[config.mk]
export PLATFORM = sky130hd
export DESIGN_NAME = led_mode_scheduler
export DESIGN_NICKNAME = d
export VERILOG_FILES = /design/src/rtl/led_pkg.sv /design/src/rtl/led_mode_scheduler_tick_gen.sv /design/src/rtl/led_mode_scheduler.sv
export SDC_FILE = /design/constraint.sdc
export NUM_CORES = 1
export LEC_CHECK = 0
export CAP_MARGIN = 10
export CORE_MARGIN = 1
export CORE_UTILIZATION = 40
export CTS_CLUSTER_DIAMETER = 50
export DETAILED_ROUTE_END_ITERATION = 6
export PLACE_DENSITY_LB_ADDON = 0.05
export SYNTH_ARGS = -nofsm -noshare
export SYNTH_HDL_FRONTEND = slang
export SYNTH_SLANG_ARGS = --single-unit
[constraint.sdc]
create_clock -name clk -period 3.5 [get_ports clk]
set_input_delay 1.05 -clock clk [delete_from_list [all_inputs] [get_ports clk]]
set_output_delay 1.05 -clock clk [all_outputs]
set_load 0.05 [all_outputs]
[src/rtl/led_pkg.sv]
// Shared types, widths and helpers for the LED mode scheduler.
// Used by the scheduler top and its tick generator.
package led_pkg;

  localparam int NUM_MODES = 4;
  localparam int MODE_W    = 2;
  localparam int PERIOD_W  = 4;

  localparam logic [PERIOD_W-1:0] PERIOD_MIN = 4'd1;

  typedef enum logic [1:0] {
    MANUAL,
    AUTO_DWELL,
    AUTO_GAP
  } sched_state_t;

  function automatic logic [NUM_MODES-1:0] mode_onehot(
    input logic [MODE_W-1:0] idx
  );
    logic [NUM_MODES-1:0] r;
    r      = '0;
    r[idx] = 1'b1;
    return r;
  endfunction

  function automatic logic [PERIOD_W-1:0] clamp_period(
    input logic [PERIOD_W-1:0] p
  );
    return (p == '0) ? PERIOD_MIN : p;
  endfunction

  // Lowest set key wins, so key0 has priority.
  function automatic logic [MODE_W-1:0] lowest_key(
    input logic [NUM_MODES-1:0] k
  );
    logic [MODE_W-1:0] r;
    r = '0;
    for (int i = NUM_MODES - 1; i >= 0; i--) begin
      if (k[i]) r = MODE_W'(i);
    end
    return r;
  endfunction

endpackage

[src/rtl/led_mode_scheduler_tick_gen.sv]
// Divides the system clock down to a one-cycle tick strobe.
// The tick is high while the prescaler sits at its terminal count.
module tick_gen
  import led_pkg::*;
#(
  parameter int CLK_HZ  = 12_000_000,
  parameter int TICK_HZ = 1000
) (
  input  logic clk,
  input  logic rst,
  output logic tick
);

  localparam int DIV = CLK_HZ / TICK_HZ;
  localparam int CW  = (DIV > 1) ? $clog2(DIV) : 1;
  localparam logic [CW-1:0] LAST = CW'(DIV - 1);

  logic [CW-1:0] cnt_q;
  logic [CW-1:0] cnt_d;

  // Prescaler wraps 0..DIV-1.
  always_comb begin
    cnt_d = (cnt_q == LAST) ? '0 : cnt_q + CW'(1);
  end

  // Prescaler register.
  always_ff @(posedge clk) begin
    if (rst) cnt_q <= '0;
    else     cnt_q <= cnt_d;
  end

  assign tick = (cnt_q == LAST);

endmodule

[src/rtl/led_mode_scheduler.sv]
// LED mode scheduler: manual key selection or auto demo cycling.
// Optional AUTO_PERIOD_EN: auto mode ramps its own period code.
module led_mode_scheduler
  import led_pkg::*;
#(
  parameter int CLK_HZ  = 12_000_000,
  parameter int TICK_HZ = 1000,
  parameter int DWELL_T = 2000,
  parameter int GAP_T   = 200
) (
  input  logic                 clk,
  input  logic                 rst,
  input  logic [NUM_MODES-1:0] key_pulse,
  input  logic [PERIOD_W-1:0]  sw_period,
  input  logic                 auto_en,
  output logic [NUM_MODES-1:0] mode_sel,
  output logic [MODE_W-1:0]    mode_idx,
  output logic [PERIOD_W-1:0]  period,
  output logic                 mode_change,
  output logic                 cycle_done
);

  localparam int DW = $clog2(DWELL_T + 1);
  localparam int GW = (GAP_T > 0) ? $clog2(GAP_T + 1) : 1;
  localparam logic [DW-1:0] DLAST = DW'(DWELL_T - 1);
  localparam logic [GW-1:0] GLAST = (GAP_T > 0) ? GW'(GAP_T - 1) : '0;

  logic tick;

  tick_gen #(
    .CLK_HZ  (CLK_HZ),
    .TICK_HZ (TICK_HZ)
  ) u_tick (
    .clk  (clk),
    .rst  (rst),
    .tick (tick)
  );

  sched_state_t         state_q, state_d;
  logic [MODE_W-1:0]    idx_q, idx_d;
  logic [NUM_MODES-1:0] sel_q, sel_d;
  logic [PERIOD_W-1:0]  per_q, per_d;
  logic [DW-1:0]        dwell_q, dwell_d;
  logic [GW-1:0]        gap_q, gap_d;
  logic                 mc_q, mc_d;
  logic                 cd_q, cd_d;
  logic                 auto_prev_q;
  logic                 key_any;
  logic                 rise;
  logic                 adv;
`ifdef AUTO_PERIOD_EN
  logic [PERIOD_W-1:0]  aper_q, aper_d;
`endif

  assign key_any = |key_pulse;
  // auto_prev resets low so auto_en held through reset reads as a rise.
  assign rise    = auto_en & ~auto_prev_q;

  // Next-state, timers and registered-output values.
  always_comb begin
    state_d = state_q;
    idx_d   = idx_q;
    dwell_d = dwell_q;
    gap_d   = gap_q;
    cd_d    = 1'b0;
    adv     = 1'b0;
    unique case (state_q)
      MANUAL: begin
        if (key_any) begin
          idx_d = lowest_key(key_pulse);
        end else if (rise) begin
          state_d = AUTO_DWELL;
          dwell_d = '0;
          gap_d   = '0;
        end
      end
      AUTO_DWELL, AUTO_GAP: begin
        if (key_any) begin
          state_d = MANUAL;
          idx_d   = lowest_key(key_pulse);
          dwell_d = '0;
          gap_d   = '0;
        end else if (!auto_en) begin
          state_d = MANUAL;
          dwell_d = '0;
          gap_d   = '0;
        end else if (tick) begin
          if (state_q == AUTO_DWELL) begin
            if (dwell_q == DLAST) begin
              dwell_d = '0;
              if (GAP_T > 0) state_d = AUTO_GAP;
              else           adv     = 1'b1;
            end else begin
              dwell_d = dwell_q + DW'(1);
            end
          end else begin
            if (gap_q == GLAST) begin
              gap_d   = '0;
              state_d = AUTO_DWELL;
              adv     = 1'b1;
            end else begin
              gap_d = gap_q + GW'(1);
            end
          end
        end
      end
      default: begin
        state_d = MANUAL;
      end
    endcase
    if (adv) begin
      idx_d = idx_q + MODE_W'(1);
      cd_d  = (idx_q == MODE_W'(NUM_MODES - 1));
    end
    mc_d  = (idx_d != idx_q);
    sel_d = (state_d == AUTO_GAP) ? '0 : mode_onehot(idx_d);
  end

`ifdef AUTO_PERIOD_EN
  // Auto period ramps 1..15 per completed cycle, restarting on auto entry.
  always_comb begin
    aper_d = aper_q;
    if (state_q == MANUAL && state_d != MANUAL) begin
      aper_d = PERIOD_MIN;
    end else if (cd_d) begin
      aper_d = (aper_q == '1) ? PERIOD_MIN : aper_q + PERIOD_W'(1);
    end
    per_d = (state_d == MANUAL) ? clamp_period(sw_period) : aper_d;
  end

  // Auto period register.
  always_ff @(posedge clk) begin
    if (rst) aper_q <= PERIOD_MIN;
    else     aper_q <= aper_d;
  end
`else
  // Period always follows the clamped switch code.
  always_comb begin
    per_d = clamp_period(sw_period);
  end
`endif

  // State, timers and output registers.
  always_ff @(posedge clk) begin
    if (rst) begin
      state_q     <= MANUAL;
      idx_q       <= '0;
      sel_q       <= mode_onehot('0);
      per_q       <= PERIOD_MIN;
      dwell_q     <= '0;
      gap_q       <= '0;
      mc_q        <= 1'b0;
      cd_q        <= 1'b0;
      auto_prev_q <= 1'b0;
    end else begin
      state_q     <= state_d;
      idx_q       <= idx_d;
      sel_q       <= sel_d;
      per_q       <= per_d;
      dwell_q     <= dwell_d;
      gap_q       <= gap_d;
      mc_q        <= mc_d;
      cd_q        <= cd_d;
      auto_prev_q <= auto_en;
    end
  end

  assign mode_sel    = sel_q;
  assign mode_idx    = idx_q;
  assign period      = per_q;
  assign mode_change = mc_q;
  assign cycle_done  = cd_q;

endmodule

Word level (Yosys, flattened, before mapping)
Cells that the tools add are included.
{"block": "op_classes", "add_sub_neg": 4, "mul": 0, "n_div": 0, "order_cmp": 2, "n_eq_ne": 13, "n_shift": 0, "n_mux": 41, "bitwise_logic": 3, "n_reduce_logical": 13}
{"operator": "11-bit two-way mux", "count": 7}
{"operator": "8-bit two-way mux", "count": 7}
{"operator": "2-bit two-way mux", "count": 15}
{"operator": "11-bit case mux with 2 select lines", "count": 1}
{"operator": "8-bit case mux with 2 select lines", "count": 1}
{"operator": "14-bit by 1-bit adder with 14-bit output, second input constant", "count": 1}
{"operator": "14-bit equality test, second input constant", "count": 1}
{"operator": "4-bit inequality test, second input constant", "count": 3}
{"operator": "11-bit by 1-bit adder with 11-bit output, second input constant", "count": 1}
{"operator": "11-bit equality test, second input constant", "count": 1}
{"operator": "5-bit AND reduction", "count": 2}
{"operator": "2-bit OR reduction", "count": 5}
{"operator": "8-bit by 1-bit adder with 8-bit output, second input constant", "count": 1}
{"operator": "8-bit equality test, second input constant", "count": 1}
{"operator": "1-bit two-way mux", "count": 8}
{"operator": "2-bit equality test, second input constant", "count": 3}
{"operator": "4-bit zero test", "count": 1}
{"operator": "2-bit inequality test, second input constant", "count": 2}
{"operator": "2-bit case mux with 2 select lines", "count": 1}
{"operator": "4-bit OR reduction", "count": 1}
{"operator": "2-bit by 3-bit less-than comparator with 1-bit output, second input constant", "count": 1}
{"operator": "3-bit OR reduction", "count": 1}
{"operator": "2-bit by 1-bit adder with 2-bit output, second input constant", "count": 1}
{"operator": "1-bit demux with 2-bit select", "count": 1}
{"operator": "other kinds (8)", "count": 9}
{"block": "word_totals", "ff_bits": 48, "latchBits": 0, "mem_bits_rw": 0, "rom_bits": 0, "in_bits": 11, "output_inout_bits": 12, "memories": 0}

Logic depth before layout (Yosys ltp)
Gate-level depths: netlist (run 1).
{"block": "logic_depth", "word_depth": 13, "depth_mapped": 9}

Hierarchy
Synthesis (run 1) repeated with hierarchy kept, for this count alone.
{"block": "hier_totals", "hier_cells": 267, "hier_area_um2": 2448.6}
{"mod": "led_mode_scheduler", "n_inst": 1, "cells_per_inst": 197, "area_each_um2": 1778.0, "seq_area_each_um2": 680.7}
{"mod": "tick_gen", "n_inst": 1, "cells_per_inst": 70, "area_each_um2": 670.6, "seq_area_each_um2": 280.3}

Worst setup path after synthesis (run 1)
Ideal clock, no wire load.
{"block": "synth_path", "kind": "input-to-reg", "from": "in key_pulse[0]", "to": "reg dwell_q[6]", "setup_time_ps": 91, "t_arrival_ps": 2533, "path_slack_ps": 876, "cell_stages": 7, "cell_sequence": "nor4_2 -> nand3_1 -> nor2_1 -> and3_1 -> buf_4 -> a41oi_1 -> a311oi_1"}
{"block": "synth_between", "elab_chain_len": 3, "word_cells_on_any_way": 7, "cone_classes": "eq/ne (3); mux (2); reduce/logical (2)"}
{"element": "from (decl)", "line": "led_mode_scheduler.sv:13", "text": "input logic [NUM_MODES-1:0] key_pulse,"}
{"element": "4-bit OR reduction *", "line": "led_mode_scheduler.sv:55", "text": "assign key_any = |key_pulse;"}
{"element": "4-bit inequality test (no source line), or another cell as far along"}
{"element": "5-bit AND reduction (no source line) or 11-bit case mux with 2 select lines (tied branches)"}
{"element": "to (signal assigned)", "line": "led_mode_scheduler.sv:160", "text": "dwell_q <= dwell_d;"}
{"element": "to (decl)", "line": "led_mode_scheduler.sv:43", "text": "logic [DW-1:0] dwell_q, dwell_d;"}
Every way passes the cells marked *; elsewhere a longest branch is shown, timed or not.
A chain may end at the register's enable or synchronous reset.

Final worst setup path (run 1)
Same ends and word-level chain as after synthesis.

==> metrics.csv, run 1 <==
metric,value,unit
first-pass GRT wire length,8260,um
r2r worst-path depth,7,
Pwr Density,388,mW/mm2
"EDFF count, synth",0,
initial antenna violation count,0,
Ys Warns,0,
Crit path required time,3710,ps
worst r2r src,u_tick.cnt_q[0]$_SDFF_PP0_,
final-stage net count,329,
final worst path period share,82.4,%
ANT nets after route,0,
clk_skew,7.40,ps
final WL,4920,um
vias per std cell,5.33,
FF+latch area,961,um2
post-CTS setup repair buffer count,0,
Worst-path clk slew,90,ps
clock share of power,39.7,%
fill count,543,
critical path's top delay family,simple AND/OR/NAND/NOR gates,
Top Ports,23,
grt ovf,0,
GRT met2 Usage,27.9,%
met1 GRT Util,21.6,%
CTS root buf,clkbuf_8,
pre-CTS setup slack,291,ps
worst vdd ir,154,uV
initial core utilization,42.0,%
crit path to,dwell_q[6]$_SDFFE_PP0P_,
drt wl/cell,12.9,um
"Core Util, Final",50.3,%
"Max FO, Critical Path",10,
NetSw,0.000238,W
M3 GR Usage,3.95,%
slack of the worst reg-to-reg path,940,ps
clock buffer depth,2,
fmax,347,MHz
Synth cell types,41,
worst setup path startpoint,key_pulse[0],
dpl cell area,0.00266,mm2
Critical Path Stages,8,
top_reg_cell synth,dfxtp_1,
mapped cell area,0.00232,mm2
Pre-antenna DRT Iters,4,
port bufs,22,
Die Y,78.2,um
Slew Limit Fails,0,
Tot GR Track Use,16.9,%
final instance area,0.00279,mm2
Synth Instances,279,
reg-to-reg endpoint,mode_sel[1]$_SDFF_PP0_,
Worst Setup Start Kind,input pin,
Num CTS Buffers,5,
layout overhead on the synthesized area,19.9,%
DR vias,2037,
asr flop ratio synth,0,%
maxcap violations,0,
Setup TNS Final,0,ps
sequential fraction of the synthesis area,41.3,%
outcome,completed,
Seq cells post-synth,48,
Hold Path Class,reg -> reg,
relative slew slack,59.0,%
# H-tree levels,2,
"slowest stage delay, CP",470,ps
share of cells above drive strength 1,6.77,%
crit end category,flip-flop,
# setup viols final,0,
worst-skew pair later-pin latency,300,ps
Slew @ Worst Pin,610,ps
Comb pwr share,8.4,%
Final Wtd Congestion,0.790,
hpwl dp,3460,um
syn_area_per_cell,8.33,um2
ANT cells,0,
Hold Fails Final Rpt,0,
die area,0.00612,mm2
cts repair resizes,0,
row cnt,27,
Post-route DRC,0,
WP buf/inv,2,
die width,78.2,um
sequential share of power,51.9,%
Leak,1.02,nW
unrepaired setup endpoints after global routing,false,
Hold Buf Count CTS,0,
CTS tree,built,
syn nets,299,
Critical Path AT,3090,ps
Iter 0 DRT Violations,70,
maximum number of pins on one net before global-route repair,18,
Multi-input gate area,0.00130,mm2
setup ws final,616,ps
worst-path cell chain,clkdlybuf4s50_1 > nor4_2 > a31oi_1 > nor2_1 > and3_1 > buf_4 > a41oi_1 > a311oi_1,
net switching fraction of the power,22.0,%
Num Clock Sinks,48,
grt peak-use layer,met2,
internal power,0.000844,W
core footprint,0.00554,mm2
Crit Path Class,in -> reg,
"slowest stage cell, crit path",clkdlybuf4s50_1,
minimum clock period,2880,ps
number of global-route vias before repair,1828,
metal layers:
metal / part of all wire (%) / wire length, um
met1: 51 / 2500
met2: 45 / 2190
met3: 3.2 / 157
met4: 1.4 / 69
met5: 0 / 0
cells in the mapped netlist (2+ instances only):
cell type | n | area (um2)
nand4_1 | 4 | 25.0
nand3_1 | 16 | 80.1
ha_1 | 9 | 113
nor4_2 | 2 | 25.0
or2_2 | 2 | 12.5
and3_1 | 11 | 68.8
a32o_1 | 2 | 20.0
nor3_1 | 9 | 45.0
dfxtp_1 | 48 | 961
xnor2_1 | 3 | 26.3
nand2b_1 | 4 | 25.0
nor3b_1 | 3 | 22.5
nand3b_1 | 5 | 37.5
nor2b_1 | 6 | 37.5
nor2_1 | 35 | 131
nand2_1 | 22 | 82.6
o21ai_0 | 17 | 85.1
clkbuf_1 | 4 | 15.0
a21oi_1 | 20 | 100
mux2i_1 | 4 | 40.0
a41oi_1 | 3 | 26.3
or3_1 | 4 | 25.0
xor2_1 | 9 | 78.8
inv_1 | 11 | 41.3
a311oi_1 | 6 | 52.6
a211oi_1 | 2 | 15.0
nor4_1 | 4 | 25.0
registers in the layout, indices dropped and copies added, names as in the netlist:
register	count
u_tick.cnt_q	14
auto_prev_q	1
period	4
mode_idx	2
dwell_q	11
state_q	2
gap_q	8
cycle_done	1
mode_sel	4
mode_change	1
worst min-delay path by stage:
stage                                           from                         end  slack (ps)  cells after the start
final                     u_tick.cnt_q[0]$_SDFF_PP0_  u_tick.cnt_q[0]$_SDFF_PP0_         470                      1
after global routing      u_tick.cnt_q[0]$_SDFF_PP0_  u_tick.cnt_q[0]$_SDFF_PP0_         510                      1
after floorplan           u_tick.cnt_q[0]$_SDFF_PP0_  u_tick.cnt_q[0]$_SDFF_PP0_         430                      1
after global placement    u_tick.cnt_q[0]$_SDFF_PP0_  u_tick.cnt_q[0]$_SDFF_PP0_         440                      1
after detailed placement  u_tick.cnt_q[0]$_SDFF_PP0_  u_tick.cnt_q[0]$_SDFF_PP0_         450                      1
after CTS                 u_tick.cnt_q[0]$_SDFF_PP0_  u_tick.cnt_q[0]$_SDFF_PP0_         480                      1
layout by cell type (no fill, tap or decap), types with 5 or more instances in the layout:
master	instances
nor2b_1	6
ha_1	9
nor2_1	35
inv_1	11
buf_4	7
xor2_1	9
and3_1	11
clkdlybuf4s50_1	22
nor3_1	9
o21ai_0	17
a311oi_1	6
a21oi_1	20
clkbuf_8	7
nand3b_1	5
nand3_1	16
nand2_1	22
dfxtp_1	48
worst reg2reg max path, stage by stage (launching register included):
cell	delay (ps)
dfxtp_1	380
ha_1	240
nand4_1	270
nor4_2	660
nand3_1	320
mux2i_1	310
nand2_1	130
nor3b_1	180
metrics by stage:
| stage | instances | hold slack [ps] | total power [W] |
|---|---|---|---|
| global placement | 374 | 444 | 0.000666 |
| detailed placement | 374 | 455 | 0.000666 |
| finish | 382 | 470 | 0.00108 |
| global route | 382 | 514 | 0.00113 |
| CTS | 382 | 476 | 0.00110 |
| floorplan | 279 | 430 | 0.000628 |
final cells by class:
class / count / share of cell area, %
Multi-Input combinational cell: 214 / 46.5
Sequential cell: 48 / 34.5
Timing Repair Buffer: 29 / 9.78
Clock buffer: 7 / 3.46
Tap cell: 72 / 3.23
Inverter: 11 / 1.48
Clock inverter: 1 / 1.08
logic make-up after synthesis:
family | after synthesis | share of synthesized area [%]
DFF | 48 | 41.3
muxes | 4 | 1.72
and+or+nand+nor | 132 | 29.5
adders and majority gates | 9 | 4.84
buffers and inverters | 17 | 2.91
AOI/OAI and AO/OA | 57 | 15.2
xor gates and xnor gates | 12 | 4.52
power groups by stage:
| stage | clock (W) | combinational (W) | sequential [W] |
|---|---|---|---|
| after floorplan | 0 | 0.0000302 | 0.000598 |
| after global placement | 0 | 0.0000908 | 0.000575 |
| after detailed placement | 0 | 0.0000905 | 0.000575 |
| after CTS | 0.000448 | 0.0000911 | 0.000562 |
| after global routing | 0.000472 | 0.0000978 | 0.000564 |
| final | 0.000430 | 0.0000904 | 0.000562 |
(Power assumes the default switching activity.)
==> inputs of run 2 (changes only) <==
clock period = 2.5 ns   (was 3.5 ns; I/O delays follow)
==> run 2 against run 1 <==
  * Core utilization up 4.4 points
  * Critical endpoint unchanged
  * Via count increased by 6.3%
  * Wire length is 5.4% higher
  * First-iteration DRC count is 43% higher
  * Largest cell class unchanged
  * Cell count rose by 7.3%
==> metrics.csv, run 2 (synthesized netlist as in run 1, its figures left out) <==
metric,value,unit,change
row cnt,27,,unchanged
initial core utilization,42.0,%,unchanged
Tot GR Track Use,18.3,%,was 16.9%
sequential share of power,53.3,%,was 51.9%
minimum clock period,2360,ps,
Top Ports,23,,unchanged
worst-skew pair later-pin latency,300,ps,about the same
WP buf/inv,2,,unchanged
DR vias,2165,,"was 2,037"
Reg with most FFs,u_tick.cnt_q,,unchanged
core footprint,0.00554,mm2,unchanged
DR top layer,met4,,unchanged
clock buffer depth,2,,unchanged
internal power,0.00114,W,was 0.000844 W
NetSw,0.000340,W,was 0.000238 W
unrepaired setup endpoints after global routing,true,,was false
net switching fraction of the power,23.0,%,was 22.0%
Regs by FF count,"u_tick.cnt_q: 14 flops, dwell_q: 11 flops, gap_q: 8 flops",,unchanged
Pwr Density,488,mW/mm2,was 388 mW/mm2
die width,78.2,um,unchanged
CTS root buf,clkbuf_8,,unchanged
met3 wire len,228,um,was 157 um
Slew Limit Fails,0,,unchanged
initial antenna violation count,0,,unchanged
port bufs,22,,unchanged
WL met2,2420,um,was 2190 um
vias per std cell,5.28,,was 5.33
# H-tree levels,2,,unchanged
first-pass GRT wire length,9080,um,was 8260 um
maximum number of pins on one net before global-route repair,24,,was 18
Hold Buf Count CTS,0,,unchanged
crit end category,flip-flop,,unchanged
hpwl dp,3780,um,was 3460 um
Iter 0 DRT Violations,100,,was 70
layout overhead on the synthesized area,30.3,%,was 19.9%
Hold Fails Final Rpt,0,,unchanged
max FFs per register,14,,unchanged
"slowest stage delay, CP",430,ps,was 470 ps
Die Y,78.2,um,unchanged
Leak,1.14,nW,was 1.02 nW
final WL,5190,um,was 4920 um
Slew @ Worst Pin,496,ps,was 610 ps
fmax,423,MHz,
ANT cells,0,,unchanged
"Max FO, Critical Path",8,,was 10
clock share of power,37.1,%,was 39.7%
die area,0.00612,mm2,unchanged
Num CTS Buffers,5,,unchanged
final-stage net count,357,,was 329
post-CTS setup repair buffer count,0,,unchanged
# setup viols final,0,,unchanged
share of cells above drive strength 1,17.8,%,was 6.77%
relative slew slack,66.8,%,was 59.0%
critical path's top delay family,simple AND/OR/NAND/NOR gates,,unchanged
grt ovf,0,,unchanged
Worst-path clk slew,90,ps,about the same
ANT nets after route,0,,unchanged
dpl cell area,0.00287,mm2,was 0.00266 mm2
drt wl/cell,12.7,um,was 12.9 um
Post-route DRC,0,,unchanged
Comb pwr share,9.6,%,was 8.4%
final worst path period share,94.5,%,
number of global-route vias before repair,2056,,"was 1,828"
final instance area,0.00303,mm2,was 0.00279 mm2
clk_skew,6.60,ps,was 7.40 ps
"most common cell after layout, fill and taps aside",dfxtp_1,,unchanged
Worst Setup Start Kind,input pin,,unchanged
outcome,completed,,unchanged
Crit Path Class,in -> reg,,unchanged
Tot Pwr,0.00148,W,was 0.00108 W
maxcap violations,0,,unchanged
worst vdd ir,255,uV,was 154 uV
worst-path cell chain,clkdlybuf4s50_1 > nor4_2 > buf_4 > a31oi_2 > nor2_2 > and3_4 > a41oi_1 > a311oi_1,,was clkdlybuf4s50_1 > nor4_2 > a31oi_1 > nor2_1 > and3_1 > buf_4 > a41oi_1 > a311oi_1
CTS tree,built,,unchanged
Num Clock Sinks,48,,unchanged
Pre-antenna DRT Iters,4,,unchanged
Crit path required time,2710,ps,was 3710 ps
Hold Path Class,reg -> reg,,unchanged
Final Wtd Congestion,0.813,,was 0.790
Critical Path AT,2570,ps,was 3090 ps
"slowest stage cell, crit path",clkdlybuf4s50_1,,unchanged
"commonest cells after routing, fill and taps aside","48 x dfxtp_1, 35 x buf_4, 33 x nor2_1, 22 x nand2_1, 22 x clkdlybuf4s50_1",,"was 48 x dfxtp_1, 35 x nor2_1, 22 x nand2_1, 22 x clkdlybuf4s50_1, 20 x a21oi_1"
metal1 wirelength,2510,um,was 2500 um
[run 2: changes by cell type in the layout (fill, tap and decap cells not counted), sizes merged]
cell and change:
clkbuf -1, buf +28, clkinv +1
[run 2: power groups by stage]
stage,sequential (W),combinational [W],clock [W]
2_1_floorplan,0.000837,0.0000423,0
3_3_place_gp,0.000805,0.000139,0
3_5_place_dp,0.000806,0.000140,0
4_1_cts,0.000788,0.000140,0.000571
5_1_grt,0.000790,0.000152,0.000603
6_report,0.000788,0.000141,0.000548
[run 2: routing by layer]
metal,GRT usage [%],vias up
met4,5.00,0
met3,3.72,2
met2,31.4,41
met5,0,-
met1,23.2,1006
li1,-,1116
[run 2: worst paths after layout]
path	to	slack, ps	depth (start not counted)	startpoint
max	dwell_q[6]$_SDFFE_PP0P_	140	8	key_pulse[3]
min	u_tick.cnt_q[0]$_SDFF_PP0_	470	1	u_tick.cnt_q[0]$_SDFF_PP0_
max reg2reg	gap_q[2]$_SDFFE_PP0P_	220	8	u_tick.cnt_q[0]$_SDFF_PP0_
min reg2reg	u_tick.cnt_q[0]$_SDFF_PP0_	470	1	u_tick.cnt_q[0]$_SDFF_PP0_
[run 2: worst reg2reg max path: cells and delay by family (launching register included)]
family / cells / cell delay (ps)
compound gates: 3 / 770
fa+ha+maj: 1 / 180
buf+inv: 1 / 180
flops: 1 / 390
simple gates: 3 / 720
[run 2: repair_timing]
action / in CTS / in global routing
endpoints found under the setup margin: 4 / 13
gates resized for setup: 1 / 13
pin swaps: 0 / 5
endpoints found under the hold margin: 0 / 0
[run 2: layout make-up]
class                           instances  area, um2
Timing Repair Buffer                   57        483
Inverter                               11       41.3
Tap cell                               72       90.1
Clock inverter                          2       35.0
Multi-Input combinational cell        214       1350
Clock buffer                            6       72.6
Sequential cell                        48        961
Fill cell                             550       2510
[run 2: through the flow]
stage / hold slack [ps] / setup WS, ps / util [%] / TNS [ps] / cells
after floorplan: 430 / 176 / - / 0 / 279
after global placement: 447 / -264 / 51.8 / -4400 / 402
after detailed placement: 459 / -358 / 51.8 / -5270 / 402
after CTS: 480 / 39.4 / 53.8 / 0 / 410
after global routing: 503 / -6.01 / 54.7 / -6.01 / 410
final: 471 / 137 / 54.7 / 0 / 410
